===== src/rtl/uni_shift_pkg.sv =====
// Shared types and sizing helpers for the universal shift register.
package uni_shift_pkg;

    typedef enum logic [1:0] {
        SISO = 2'b00,
        SIPO = 2'b01,
        PISO = 2'b10,
        PIPO = 2'b11
    } shift_mode_e;

    // Counter must hold the value WIDTH itself (PISO preload), hence +1.
    function automatic int cnt_width(input int width);
        return $clog2(width + 1);
    endfunction

endpackage


===== src/rtl/uni_shift_bitcnt.sv =====
// Loadable up/down bit counter: wraps to zero after WIDTH-1 when counting up,
// stops at zero when counting down.
module uni_shift_bitcnt
    import uni_shift_pkg::*;
#(
    parameter int   WIDTH = 8,
    localparam int  CW    = cnt_width(WIDTH)
) (
    input  logic          clk,
    input  logic          reset_n,
    input  logic          i_clr,
    input  logic          i_load,
    input  logic [CW-1:0] i_load_val,
    input  logic          i_inc,
    input  logic          i_dec,
    output logic [CW-1:0] o_cnt,
    output logic          o_tc,
    output logic          o_zero
);

    localparam logic [CW-1:0] TERM = CW'(WIDTH - 1);

    logic [CW-1:0] r_cnt;

    // NOTE: state registers use non-blocking assignments so every flop samples
    // pre-edge values, regardless of the order the always blocks execute in.
    always_ff @(posedge clk or negedge reset_n) begin
        if (!reset_n) begin
            r_cnt <= '0;
        end else if (i_clr) begin
            r_cnt <= '0;
        end else if (i_load) begin
            r_cnt <= i_load_val;
        end else if (i_inc) begin
            r_cnt <= (r_cnt == TERM) ? '0 : r_cnt + CW'(1);
        end else if (i_dec && (r_cnt != '0)) begin
            r_cnt <= r_cnt - CW'(1);
        end
    end

    assign o_cnt  = r_cnt;
    assign o_tc   = (r_cnt == TERM);
    assign o_zero = (r_cnt == '0);

endmodule


===== src/rtl/uni_shift_reg.sv =====
// Universal shift register: SISO delay line, SIPO deserialiser, PISO serialiser
// and PIPO word register, with a valid/ready load port and word-complete strobe.
module uni_shift_reg
    import uni_shift_pkg::*;
#(
    parameter int   WIDTH     = 8,
    parameter bit   MSB_FIRST = 1'b1,
    localparam int  CW        = cnt_width(WIDTH)
) (
    input  logic             clk,
    input  logic             reset_n,
    input  logic [1:0]       i_mode,
    input  logic             i_en,
    input  logic             i_sdi,
    output logic             o_sdo,
    input  logic [WIDTH-1:0] i_pdi,
    input  logic             i_pdi_valid,
    output logic             o_pdi_ready,
    output logic [WIDTH-1:0] o_pdo,
    output logic             o_pdo_valid
);

    shift_mode_e      r_mode_q;
    logic [WIDTH-1:0] r_buf;
    logic [WIDTH-1:0] r_pdo;
    logic             r_pdo_valid;

    shift_mode_e      w_mode;
    logic             w_mode_chg;
    logic             w_shift_in;
    logic [WIDTH-1:0] w_shifted;
    logic             w_pdi_ready;
    logic             w_load;
    logic             w_shift;
    logic             w_word_done;
    logic             w_cnt_clr;
    logic             w_cnt_load;
    logic             w_cnt_inc;
    logic             w_cnt_dec;
    logic [CW-1:0]    w_cnt;
    logic             w_cnt_tc;
    logic             w_cnt_zero;

    assign w_mode     = shift_mode_e'(i_mode);
    assign w_mode_chg = (w_mode != r_mode_q);
    assign w_shift_in = ((r_mode_q == SISO) || (r_mode_q == SIPO)) ? i_sdi : 1'b0;

    always_comb begin
        if (MSB_FIRST) begin
            w_shifted = {r_buf[WIDTH-2:0], w_shift_in};
        end else begin
            w_shifted = {w_shift_in, r_buf[WIDTH-1:1]};
        end
    end

    // One counter serves both directions: SIPO counts received bits up and
    // wraps at the word boundary, PISO counts remaining bits down.
    uni_shift_bitcnt #(
        .WIDTH      (WIDTH)
    ) u_bitcnt (
        .clk        (clk),
        .reset_n    (reset_n),
        .i_clr      (w_cnt_clr),
        .i_load     (w_cnt_load),
        .i_load_val (CW'(WIDTH)),
        .i_inc      (w_cnt_inc),
        .i_dec      (w_cnt_dec),
        .o_cnt      (w_cnt),
        .o_tc       (w_cnt_tc),
        .o_zero     (w_cnt_zero)
    );

    // NOTE: every signal gets a default before the case so no path leaves a
    // value unassigned, which would otherwise infer a latch.
    always_comb begin
        w_pdi_ready = 1'b0;
        w_load      = 1'b0;
        w_shift     = 1'b0;
        w_word_done = 1'b0;
        w_cnt_clr   = 1'b0;
        w_cnt_load  = 1'b0;
        w_cnt_inc   = 1'b0;
        w_cnt_dec   = 1'b0;
        if (w_mode_chg) begin
            // Flush cycle: only the mode register and counter move.
            w_cnt_clr = 1'b1;
        end else begin
            case (r_mode_q)
                SISO: begin
                    w_shift = i_en;
                end
                SIPO: begin
                    w_shift     = i_en;
                    w_cnt_inc   = i_en;
                    w_word_done = i_en && w_cnt_tc;
                end
                PISO: begin
                    // Ready on the last-bit edge too, so words stream gap-free.
                    w_pdi_ready = w_cnt_zero || ((w_cnt == CW'(1)) && i_en);
                    w_load      = i_pdi_valid && w_pdi_ready;
                    w_cnt_load  = w_load;
                    w_shift     = !w_load && i_en && !w_cnt_zero;
                    w_cnt_dec   = w_shift;
                end
                PIPO: begin
                    w_pdi_ready = 1'b1;
                    w_load      = i_pdi_valid;
                    w_word_done = i_pdi_valid;
                end
                default: ;
            endcase
        end
    end

    always_ff @(posedge clk or negedge reset_n) begin
        if (!reset_n) begin
            r_mode_q    <= SISO;
            r_buf       <= '0;
            r_pdo       <= '0;
            r_pdo_valid <= 1'b0;
        end else begin
            r_pdo_valid <= w_word_done;
            if (w_mode_chg) begin
                r_mode_q <= w_mode;
            end
            if (w_load) begin
                r_buf <= i_pdi;
            end else if (w_shift) begin
                r_buf <= w_shifted;
            end
            if (w_word_done) begin
                r_pdo <= (r_mode_q == PIPO) ? i_pdi : w_shifted;
            end
        end
    end

    assign o_sdo       = MSB_FIRST ? r_buf[WIDTH-1] : r_buf[0];
    assign o_pdi_ready = w_pdi_ready;
    assign o_pdo       = r_pdo;
    assign o_pdo_valid = r_pdo_valid;

endmodule


===== config.mk =====
export PLATFORM = sky130hd
export DESIGN_NAME = uni_shift_reg
export DESIGN_NICKNAME = d
export VERILOG_FILES = /design/src/rtl/uni_shift_pkg.sv /design/src/rtl/uni_shift_bitcnt.sv /design/src/rtl/uni_shift_reg.sv
export SDC_FILE = /design/constraint.sdc
export NUM_CORES = 1
export LEC_CHECK = 0
export BUFFER_PORTS_ARGS = -buffer_cell sky130_fd_sc_hd__buf_2
export CAP_MARGIN = 20
export CORE_UTILIZATION = 58
export DETAILED_ROUTE_END_ITERATION = 8
export HOLD_SLACK_MARGIN = 0.02
export PLACE_DENSITY = 0.81
export SYNTH_ARGS = -nofsm -noshare
export SYNTH_HDL_FRONTEND = slang
export SYNTH_HIERARCHICAL = 1
export SYNTH_SLANG_ARGS = --single-unit
export TNS_END_PERCENT = 1

===== constraint.sdc =====
create_clock -name clk -period 6.4 [get_ports clk]
set_input_delay 1.28 -clock clk [delete_from_list [all_inputs] [get_ports clk]]
set_output_delay 1.28 -clock clk [all_outputs]
set_load 0.02 [all_outputs]

Word level (Yosys, flattened, before mapping)
Index checks and enable logic that the tools add are counted.
W data, S select, Z words.
{"block": "totals", "out_inout_bits": 11, "register_bits": 23}
{"block": "op_classes", "n_eq_ne": 6, "mux": 24, "reduce_logical": 16, "n_addsub": 2}
{"operator": "$mux W8", "count": 3}
{"operator": "$mux W4", "count": 5}
{"operator": "$mux W1", "count": 12}
{"operator": "$pmux W1 S2", "count": 4}
{"operator": "$reduce_bool A4 Y1", "count": 2}
{"operator": "$logic_and A1 B1 Y1", "count": 6}
{"operator": "$add A4 B1 Y4 const B", "count": 1}
{"operator": "$eq A2 B2 Y1 const B", "count": 2}
{"operator": "$eq A4 B1 Y1 const B", "count": 1}
{"operator": "$eq A4 B3 Y1 const B", "count": 1}
{"operator": "$logic_not A4 Y1", "count": 1}
{"operator": "$sub A4 B1 Y4 const B", "count": 1}
{"operator": "$eq A2 B1 Y1 const B", "count": 1}
{"operator": "$logic_not A1 Y1", "count": 2}
{"operator": "$logic_not A2 Y1", "count": 1}
{"operator": "$logic_or A1 B1 Y1", "count": 2}
{"operator": "$ne A2 B2 Y1", "count": 1}
{"operator": "$reduce_bool A2 Y1", "count": 1}
{"operator": "$reduce_or A2 Y1", "count": 1}

Depth between registers and ports, before layout
Gate-level depths: netlist of the first run.
{"block": "logic_depth", "ltp_word": 14, "depth_mapped": 10, "ltp_nobuf": 10}

By module
The synthesis of the first run kept the hierarchy.
{"mod": "uni_shift_reg", "area_each_um2": 998.5, "n_inst": 1, "cells_per_inst": 93, "seq_area_each_um2": 475.5}
{"mod": "uni_shift_bitcnt", "area_each_um2": 376.6, "n_inst": 1, "cells_per_inst": 42, "seq_area_each_um2": 100.1}

Least setup slack after synthesis of the first run
Ideal clock, no wire load.
{"block": "synth_path", "path_type": "input -> output", "from": "input i_mode[0]", "to": "output o_pdi_ready", "arrival_ns": 2.020, "setup_slack_ns": 3.100, "required_ns": 5.120, "path_buffers": 0, "cell_stages": 3, "path_cell_list": "nor2_1 o21ai_0 a21boi_0"}
{"block": "synth_between", "elab_chain_cells": 2}
{"element": "start, declared", "line": "uni_shift_reg.sv:12", "rtl": "input logic [1:0] i_mode,"}
{"element": "$ne A2 B2 Y1", "line": "uni_shift_reg.sv:45", "rtl": "assign w_mode_chg = (w_mode != r_mode_q);"}
{"element": "$mux W1", "line": "uni_shift_reg.sv:84", "rtl": "if (w_mode_chg) begin"}
{"element": "end, declared", "line": "uni_shift_reg.sv:18", "rtl": "output logic o_pdi_ready,"}
Every way passes these cells.

Final worst setup path of the first run
{"block": "layout_path", "from": "input i_en", "to": "output o_pdi_ready"}
{"block": "layout_between", "elab_chain_cells": 4}
{"element": "start, declared", "line": "uni_shift_reg.sv:13", "rtl": "input logic i_en,"}
{"element": "$logic_and A1 B1 Y1", "line": "uni_shift_reg.sv:99", "rtl": "w_pdi_ready = w_cnt_zero || ((w_cnt == CW'(1)) && i_en);"}
{"element": "$logic_or A1 B1 Y1", "line": "uni_shift_reg.sv:99"}
{"element": "$pmux W1 S2", "line": "uni_shift_reg.sv:88", "rtl": "case (r_mode_q)"}
{"element": "$mux W1", "line": "uni_shift_reg.sv:84"}
Every way passes these cells.

==> out/results.txt, run 1 <==
Sequential share of the synthesized area - 41.9%
Hold Path Origin - o_pdo[7]$_DFFE_PN0P_
Antenna Nets Post-Route - 0
Relative slew margins - 46.4%
R2R Setup Slk - 3840 ps
Synthesized area per cell - 10.2 um^2
Final Skew - 1.48 ps
Worst Setup Start Kind - primary input
TritonCTS clock tree - yes
Hold crit path type - reg -> reg
Global-route wire length before repair - 4260 um
Slew of the pin with the lowest slew margin - 801 ps
YS warnings - 6
Slowest stage cell, crit path - o21ai_0
Most common cell on crit path - buf_2
Netlist cell types - 40
Setup ws final - 2970 ps
Tot GR Track Use - 22.4%
Number of port buffers - 25
Die area - 2570 um^2
I/O Pins - 26
Initial antenna violation count - 0
Setup TNS - 0 ps
Non-Filler Instances - 188
Synth area leader - dfrtp_1
Period utilization - 53.6%
Drt drc - 0
CP Data Required Time - 5120 ps
Wirelength, routed - 2540 um
Total Power - 0.403 mW
Largest net degree at the start of global routing - 24
Final Util - 69.1%
Worst-path clk slew - 120 ps
Final Net Count - 178
Worst-path maximum fanout - 5
CP delay by family, top - compound AO/OA/AOI/OAI gates
Peak VDD IR - 0.000192 V
Final Critical Period - 3430 ps
Reg area - 576 um^2
Row cnt - 17
Antenna fix cells - 0
Min Hold Slack - 494 ps
Height of the chip - 50.7 um
Core Area - 2230 um^2
Mapped cell area - 1380 um^2
GPL Wtd Cong - 0.784
Vias in the first global route - 988
Worst EP arrival - 2150 ps
Fill count - 187
Crit-path cells - buf_2 > and3_1 > o21ai_0 > a21boi_0 > buf_2
RSZ-0062 raised after global routing - no
Setup repair bufs after CTS - 0
First-pass detailed-route iteration total - 4
P_leak - 0.727 nW
Post-synth EDFFs - 0
DR iter-0 viols - 8
Top post-synthesis cells by count - dfrtp_1, nand2_1, o21ai_0
Area of the multi-input gates - 747 um^2
Cells after Synth - 135
PostCTS Resize Cnt - 0
Hold_buf cts - 0
Predominant post-synthesis flop cell - dfrtp_1
Worst path max stage delay - 280 ps
Most instantiated library cell after synthesis - dfrtp_1
Max Fclk - 292 MHz
P per Cell Area - 261 nW/um^2
Num CTS Buffers - 3
Final hold violation count - 0
Remaining Overflow, GRT - 0
Setup violators final - 0
H-Tree Depth - 1
Max-cap violation count - 0
Clk_lat worst skew - 300 ps
Asr flop ratio synth - 100%
Initial Util - 61.6%
Kind of critical path - in -> out
Placed cell areas - 1510 um^2
Top cell type's share of synthesized area - 41.9%
Chip width - 50.7 um
Flops & latches, synth - 23
Crit path from - i_en
Crit path buffers/inverters - 2
Area Overhead vs Synth - 12.2%
Post-route cell area - 1540 um^2
Pins Over Slew Limit - 0
Root buf cell - clkbuf_4
Clock net sink count - 23
Top cells by area, synth - dfrtp_1, mux2_1, mux2_2
Placed Instances - 183
DR vias - 1047
Detail Placement HPWL - 1960 um
Clock buffer depth - 2
Status - completed
RR Startpoint - u_bitcnt/o_cnt[0]$_DFFE_PN0P_
Drt wl/cell - 13.5 um
Layout cells sized above 1 - 30.6%
Critical Path End Type - output pin
Drt via density - 5.57
Setup WS pre-CTS - 2980 ps
==> power breakdown <==
part,internal (mW),switching [mW],total (mW)
Clock,0.0243,0.0417,0.0660
Combinational,0.0614,0.0682,0.130
Sequential,0.184,0.0232,0.208
==> cell type report <==
type	instances	area share (%)
well taps	28	2.27
multi-input cells	100	48.4
clock buffers	4	1.70
repair buffers	26	8.60
inverters	7	1.70
flip-flops and latches	23	37.3
==> worst paths after layout <==
check / endpoint / cells past startpoint
worst min register to register: o_pdo[7]$_DFFE_PN0P_ / 2
max in group asynchronous: o_pdo[1]$_DFFE_PN0P_ / 1
worst max-delay path: o_pdi_ready / 5
min in group asynchronous: o_pdo[3]$_DFFE_PN0P_ / 1
worst min-delay path: o_pdo[7]$_DFFE_PN0P_ / 2
worst max register to register: u_bitcnt/o_cnt[3]$_DFFE_PN0P_ / 9
==> metal layers <==
metal / global-route usage, % / vias up / share of wire (%)
li1: - / 523 / -
met1: 28.7 / 508 / 46
met2: 38.4 / 12 / 51
met3: 2.73 / 4 / 1.7
met4: 8.33 / 0 / 0.75
met5: 0 / - / 0
==> cells in the final DEF (no fill, tap or decap), types with 2 or more instances in the layout <==
cell type	count
conb_1	4
xnor2_1	2
ha_1	2
nand2_1	18
a21oi_1	4
and3_1	2
mux2_1	8
nor2_1	6
inv_1	7
o21ai_0	13
and2_1	2
mux2i_1	7
mux2_2	8
clkbuf_4	3
dfrtp_1	23
a21oi_4	2
buf_2	25
nor2b_1	2
==> cells by family (layout without fill, tap and decap cells) <==
group	after synthesis	after routing	share of synthesized area [%]
buffers and inverters	14	37	4.37
XOR/XNOR	2	2	1.27
other	2	4	0.546
adder cells (fa/ha/maj)	2	2	1.82
multiplexers	23	23	18.2
AO/OA/AOI/OAI	29	29	15.7
AND/OR/NAND/NOR	40	40	16.3
flip-flops	23	23	41.9
==> sequential cells by signal, summed over array words and instances (netlist names) <==
| name | count |
|---|---|
| o_pdo_valid | 1 |
| o_pdo | 8 |
| r_buf | 8 |
| r_mode_q | 2 |
| u_bitcnt/o_cnt | 4 |
==> worst register-to-register path: cells and delay by family, from the launching register on <==
family / cells / cell delay (ps)
AND/OR/NAND/NOR: 3 / 1190
flip-flops: 1 / 460
AO/OA/AOI/OAI: 3 / 410
adder cells (fa/ha/maj): 1 / 180
buffers and inverters: 2 / 170
No activity file was read; power rests on OpenSTA's default activity.
==> inputs of run 2 (changes only) <==
- CORE_UTILIZATION: 58 -> 54
- PLACE_DENSITY: 0.81 -> 0.76
- clock period: 6.4 -> 3.45 ns (I/O delays scaled with it)
==> run 2 against run 1 <==
- setup slack got worse by 2300 ps
- count of clock-buffer cells in the layout unchanged
- sequential power increased by 86%
- hold slack got worse by 150 ps
- register-to-register slack got worse by 2900 ps
- critical path type is now reg -> out
- non-clock buffer count unchanged
- clock skew about the same
- global-route usage about the same
- largest power group unchanged
==> out/results.txt, run 2 (synthesized netlist as in run 1, its figures left out) <==
Status - completed
Worst path max stage delay - 460 ps (+180 ps)
Fill count - 203 (+8.6%)
Most common cell on crit path - inv_1
Largest net degree at the start of global routing - 24 (unchanged)
Wirelength, routed - 2530 um (-0.59%)
Root buf cell - clkbuf_4
RSZ-0062 raised after global routing - no
Row cnt - 17 (unchanged)
Reg area - 576 um^2 (unchanged)
Slew of the pin with the lowest slew margin - 775 ps (-25.6 ps)
Layout cells sized above 1 - 30.6% (unchanged)
Met1 wire length - 1210 um (+2.5%)
PostCTS Resize Cnt - 0 (unchanged)
Chip width - 52.5 um (+3.5%)
Die area - 2750 um^2 (+7.1%)
Clk_lat worst skew - 300 ps (about the same)
CP Data Required Time - 2760 ps (-2360 ps)
Highest Signal Layer - met4
Hold_buf cts - 0 (unchanged)
DR iter-0 viols - 20 (+12)
Number of port buffers - 25 (unchanged)
Max-cap violation count - 0 (unchanged)
Drt wl/cell - 13.4 um (-0.59%)
DR vias - 1041 (-0.57%)
First-pass detailed-route iteration total - 4 (unchanged)
CP Depth - 7 (+2)
P_leak - 0.727 nW (unchanged)
I/O Pins - 26 (unchanged)
Setup violators final - 0 (unchanged)
Worst-path clk slew - 120 ps (about the same)
Max Fclk - 358 MHz
Commonest non-fill, non-tap cell in the layout - buf_2
GPL Wtd Cong - 0.806 (+2.8%)
Tot GR Track Use - 22.4% (about the same)
Global-route wire length before repair - 4500 um (+5.7%)
Height of the chip - 52.5 um (+3.5%)
Antenna Nets Post-Route - 0 (unchanged)
Met3 wire len - 80 um (+86%)
TritonCTS clock tree - yes
Hold crit path type - in -> async
Setup WS pre-CTS - 939 ps (-2040 ps)
Final hold violation count - 0 (unchanged)
H-Tree Depth - 1 (unchanged)
Worst EP arrival - 2100 ps (-50 ps)
Routed wl met2 - 1220 um (-6.1%)
Commonest cells after routing, fill and taps aside - buf_2, dfrtp_1, nand2_1
P per Cell Area - 483 nW/um^2 (+85%)
RR Endpoint - u_bitcnt/o_cnt[3]$_DFFE_PN0P_
Setup TNS - 0 ps (unchanged)
Final Net Count - 178 (unchanged)
CP Capture Point - o_pdi_ready
Setup repair bufs after CTS - 0 (unchanged)
Relative slew margins - 48.1% (+1.7 points)
Slowest stage cell, crit path - dfrtp_1
Vias in the first global route - 1031 (+4.4%)
Num CTS Buffers - 3 (unchanged)
Clock net sink count - 23 (unchanged)
Core Area - 2300 um^2 (+2.9%)
Critical Path End Type - output pin
Final Critical Period - 2790 ps
Antenna fix cells - 0 (unchanged)
Initial Util - 59.9% (-1.7 points)
Period utilization - 80.9%
Detail Placement HPWL - 1920 um (-2.1%)
Peak VDD IR - 0.000360 V (+87%)
Crit path buffers/inverters - 3 (+1)
Drt via density - 5.54 (-0.57%)
Final Skew - 1.28 ps (-0.198 ps)
Area Overhead vs Synth - 12.2% (unchanged)
Pins Over Slew Limit - 0 (unchanged)
Area of the multi-input gates - 747 um^2 (unchanged)
R2R Setup Slk - 910 ps (-2930 ps)
Kind of critical path - reg -> out
Reg2reg path depth - 9 (unchanged)
Initial antenna violation count - 0 (unchanged)
Crit path from - u_bitcnt/o_cnt[0]$_DFFE_PN0P_
Drt drc - 0 (unchanged)
RR Startpoint - u_bitcnt/o_cnt[0]$_DFFE_PN0P_
CP delay by family, top - flip-flops
Crit-path cells - inv_1 > ha_1 > or3b_4 > inv_1 > o21ai_0 > a21boi_0 > buf_2
Total Power - 0.745 mW (+85%)
Worst-path maximum fanout - 7 (+2)
Clock buffer depth - 2 (unchanged)
Setup ws final - 659 ps (-2310 ps)
Remaining Overflow, GRT - 0 (unchanged)
Worst Setup Start Kind - flip-flop
==> run 2: worst min path at each step <==
stage / startpoint / cells past startpoint / slack (ps) / endpoint
after floorplan: reset_n / 0 / 390 / o_pdo[0]$_DFFE_PN0P_
after global placement: o_pdo[6]$_DFFE_PN0P_ / 2 / 460 / o_pdo[6]$_DFFE_PN0P_
after detailed placement: o_pdo[6]$_DFFE_PN0P_ / 2 / 470 / o_pdo[6]$_DFFE_PN0P_
after CTS: reset_n / 1 / 350 / u_bitcnt/o_cnt[2]$_DFFE_PN0P_
after global routing: reset_n / 1 / 370 / u_bitcnt/o_cnt[2]$_DFFE_PN0P_
final: reset_n / 1 / 340 / u_bitcnt/o_cnt[2]$_DFFE_PN0P_
==> run 2: where the power goes <==
part	switching, mW	leakage (nW)	internal, mW
sequential	0.0442	0.293	0.342
clock	0.0765	0.0150	0.0450
combinational	0.123	0.419	0.114
total	0.244	0.727	0.501
==> run 2: metal layers <==
layer	track usage, %	vias to the layer above
li1	-	527
met1	29.6	489
met2	38.2	23
met3	2.61	2
met4	6.58	0
met5	0	-
==> run 2: area by class of cell <==
cell class	instances	area share (%)
clock buffers	4	1.70
flip-flops and latches	23	37.3
multi-input cells	100	48.4
inverters	7	1.70
well taps	28	2.27
repair buffers	26	8.60
==> run 2: through the flow <==
step                      cell area (um^2)  std cells  hold slack, ps  util [%]
after floorplan                       1380        137             394         -
after detailed placement              1520        184             466      66.0
final                                 1540        188             344      67.2
after CTS                             1540        188             355      67.2
after global placement                1520        184             457      66.0
after global routing                  1540        188             366      67.2
==> inputs of run 3 (changes only) <==
- clock period: 3.45 -> 2.7 ns (I/O delays scaled with it)
==> run 3 against run 2 <==
- critical path depth unchanged
- final area up 0.65%
- first-iteration DRC count down 20%
- highest routed layer unchanged
- largest cell class unchanged
==> out/results.txt, run 3 (synthesized netlist as in run 1, its figures left out) <==
Setup TNS - 0 ps (unchanged)
CP Data Required Time - 2160 ps (-600 ps)
H-Tree Depth - 1 (unchanged)
Final Net Count - 179 (+0.56%)
Max Fclk - 395 MHz
Relative slew margins - 45.5% (-2.6 points)
Tot GR Track Use - 22.1% (-0.28 points)
DR iter-0 viols - 16 (-20%)
Fill count - 190 (-6.4%)
Drt wl/cell - 13.5 um (about the same)
Final Critical Period - 2530 ps
Crit path buffers/inverters - 3 (unchanged)
Number of port buffers - 25 (unchanged)
Drt via density - 5.53 (about the same)
Period utilization - 93.7%
Initial antenna violation count - 0 (unchanged)
Reg2reg path depth - 8 (-1)
Remaining Overflow, GRT - 0 (unchanged)
P_leak - 0.729 nW (+0.29%)
Hold crit path type - in -> async
CP delay by family, top - flip-flops
Pins Over Slew Limit - 0 (unchanged)
Antenna fix cells - 0 (unchanged)
Clock buffer depth - 2 (unchanged)
Crit-path cells - inv_1 > ha_1 > or3b_4 > inv_1 > o21ai_0 > a21boi_0 > buf_2
Chip width - 52.5 um (unchanged)
Total Power - 0.961 mW (+29%)
P per Cell Area - 619 nW/um^2 (+28%)
Area Overhead vs Synth - 12.9%
Slowest stage cell, crit path - dfrtp_2
DR vias - 1046 (+0.48%)
RSZ-0062 raised after global routing - no
Final Skew - 2.74 ps (+1.46 ps)
Commonest non-fill, non-tap cell in the layout - buf_2
Global-route wire length before repair - 4440 um (-1.4%)
Row cnt - 17 (unchanged)
RR Startpoint - u_bitcnt/o_cnt[0]$_DFFE_PN0P_
TritonCTS clock tree - yes
Non-Filler Instances - 189 (+0.53%)
Die area - 2750 um^2 (unchanged)
Status - completed
First-pass detailed-route iteration total - 4 (unchanged)
Wirelength, routed - 2540 um (+0.59%)
Final Util - 67.6% (+0.44 points)
Setup violators final - 0 (unchanged)
Final hold violation count - 0 (unchanged)
Placed cell areas - 1520 um^2 (+0.50%)
Root buf cell - clkbuf_4
Initial Util - 59.9% (unchanged)
Placed Instances - 185 (+0.54%)
Largest net degree at the start of global routing - 24 (unchanged)
Clock net sink count - 23 (unchanged)
Worst Setup Start Kind - flip-flop
Worst path max stage delay - 460 ps (about the same)
Drt drc - 0 (unchanged)
Worst-path clk slew - 130 ps (about the same)
Kind of critical path - reg -> out
Detail Placement HPWL - 1970 um (+2.6%)
Vias in the first global route - 1055 (+2.3%)
Num CTS Buffers - 3 (unchanged)
Max-cap violation count - 0 (unchanged)
Post-route cell area - 1550 um^2 (+0.65%)
Worst EP arrival - 1990 ps (-110 ps)
Most common cell on crit path - inv_1
Critical Path End Type - output pin
Core Area - 2300 um^2 (unchanged)
Layout cells sized above 1 - 32.3% (+1.7 points)
Setup ws final - 171 ps (-488 ps)
Setup WS pre-CTS - 282 ps (-657 ps)
RR Endpoint - r_buf[1]$_DFFE_PN0P_
I/O Pins - 26 (unchanged)
Hold_buf cts - 0 (unchanged)
Antenna Nets Post-Route - 0 (unchanged)
Commonest cells after routing, fill and taps aside - buf_2, dfrtp_1, nand2_1
Peak VDD IR - 0.000488 V (+36%)
Slew of the pin with the lowest slew margin - 809 ps (+33.9 ps)
Height of the chip - 52.5 um (unchanged)
Worst-path maximum fanout - 7 (unchanged)
Min Hold Slack - 185 ps (-159 ps)
Clk_lat worst skew - 300 ps (about the same)
R2R Setup Slk - 280 ps (-630 ps)
Setup repair bufs after CTS - 0 (unchanged)
GPL Wtd Cong - 0.814 (+1.0%)
## run 3: metal layers
metal	routed length, um	GRT usage, %	share of wire, %
met5	0	0	0
met4	16	7.02	0.63
met3	57	3.48	2.2
met2	1250	39.0	49
met1	1220	27.2	48
## run 3: worst reg2reg max path, stage by stage (launching register included)
cell and delay, ps:
dfrtp_2 460, inv_1 70, ha_1 180, or3b_4 410, inv_1 80, and4b_4 210
a21oi_4 280, mux2_1 370, mux2_2 270
## run 3: report_power, final
part	internal, mW	switching, mW
clock network	0.0575	0.102
registers	0.437	0.0560
logic	0.146	0.162
total	0.641	0.320
## run 3: worst max-delay path by stage
stage	startpoint	end	slack, ps	cells after the start
after floorplan	u_bitcnt/o_cnt[0]$_DFFE_PN0P_	o_pdi_ready	430	6
after global routing	u_bitcnt/o_cnt[1]$_DFFE_PN0P_	o_pdi_ready	6	7
final	u_bitcnt/o_cnt[0]$_DFFE_PN0P_	o_pdi_ready	170	7
after CTS	u_bitcnt/o_cnt[0]$_DFFE_PN0P_	o_pdi_ready	140	7
after global placement	u_bitcnt/o_cnt[0]$_DFFE_PN0P_	r_buf[4]$_DFFE_PN0P_	340	8
after detailed placement	u_bitcnt/o_cnt[0]$_DFFE_PN0P_	r_buf[3]$_DFFE_PN0P_	280	8
## run 3: final cells by class
type	instances	area [um^2]	share of cell area (%)
clock buffers	4	26.3	1.69
inverters	7	26.3	1.69
multi-input cells	100	747	48.1
flip-flops and latches	23	578	37.2
well taps	28	35.0	2.26
repair buffers	27	140	9.02
## run 3: timing repair
item | 4_1_cts | 5_1_grt
gates resized for setup | 0 | 2
endpoints found under the setup margin | 0 | 1
hold endpoints to repair | 0 | 0
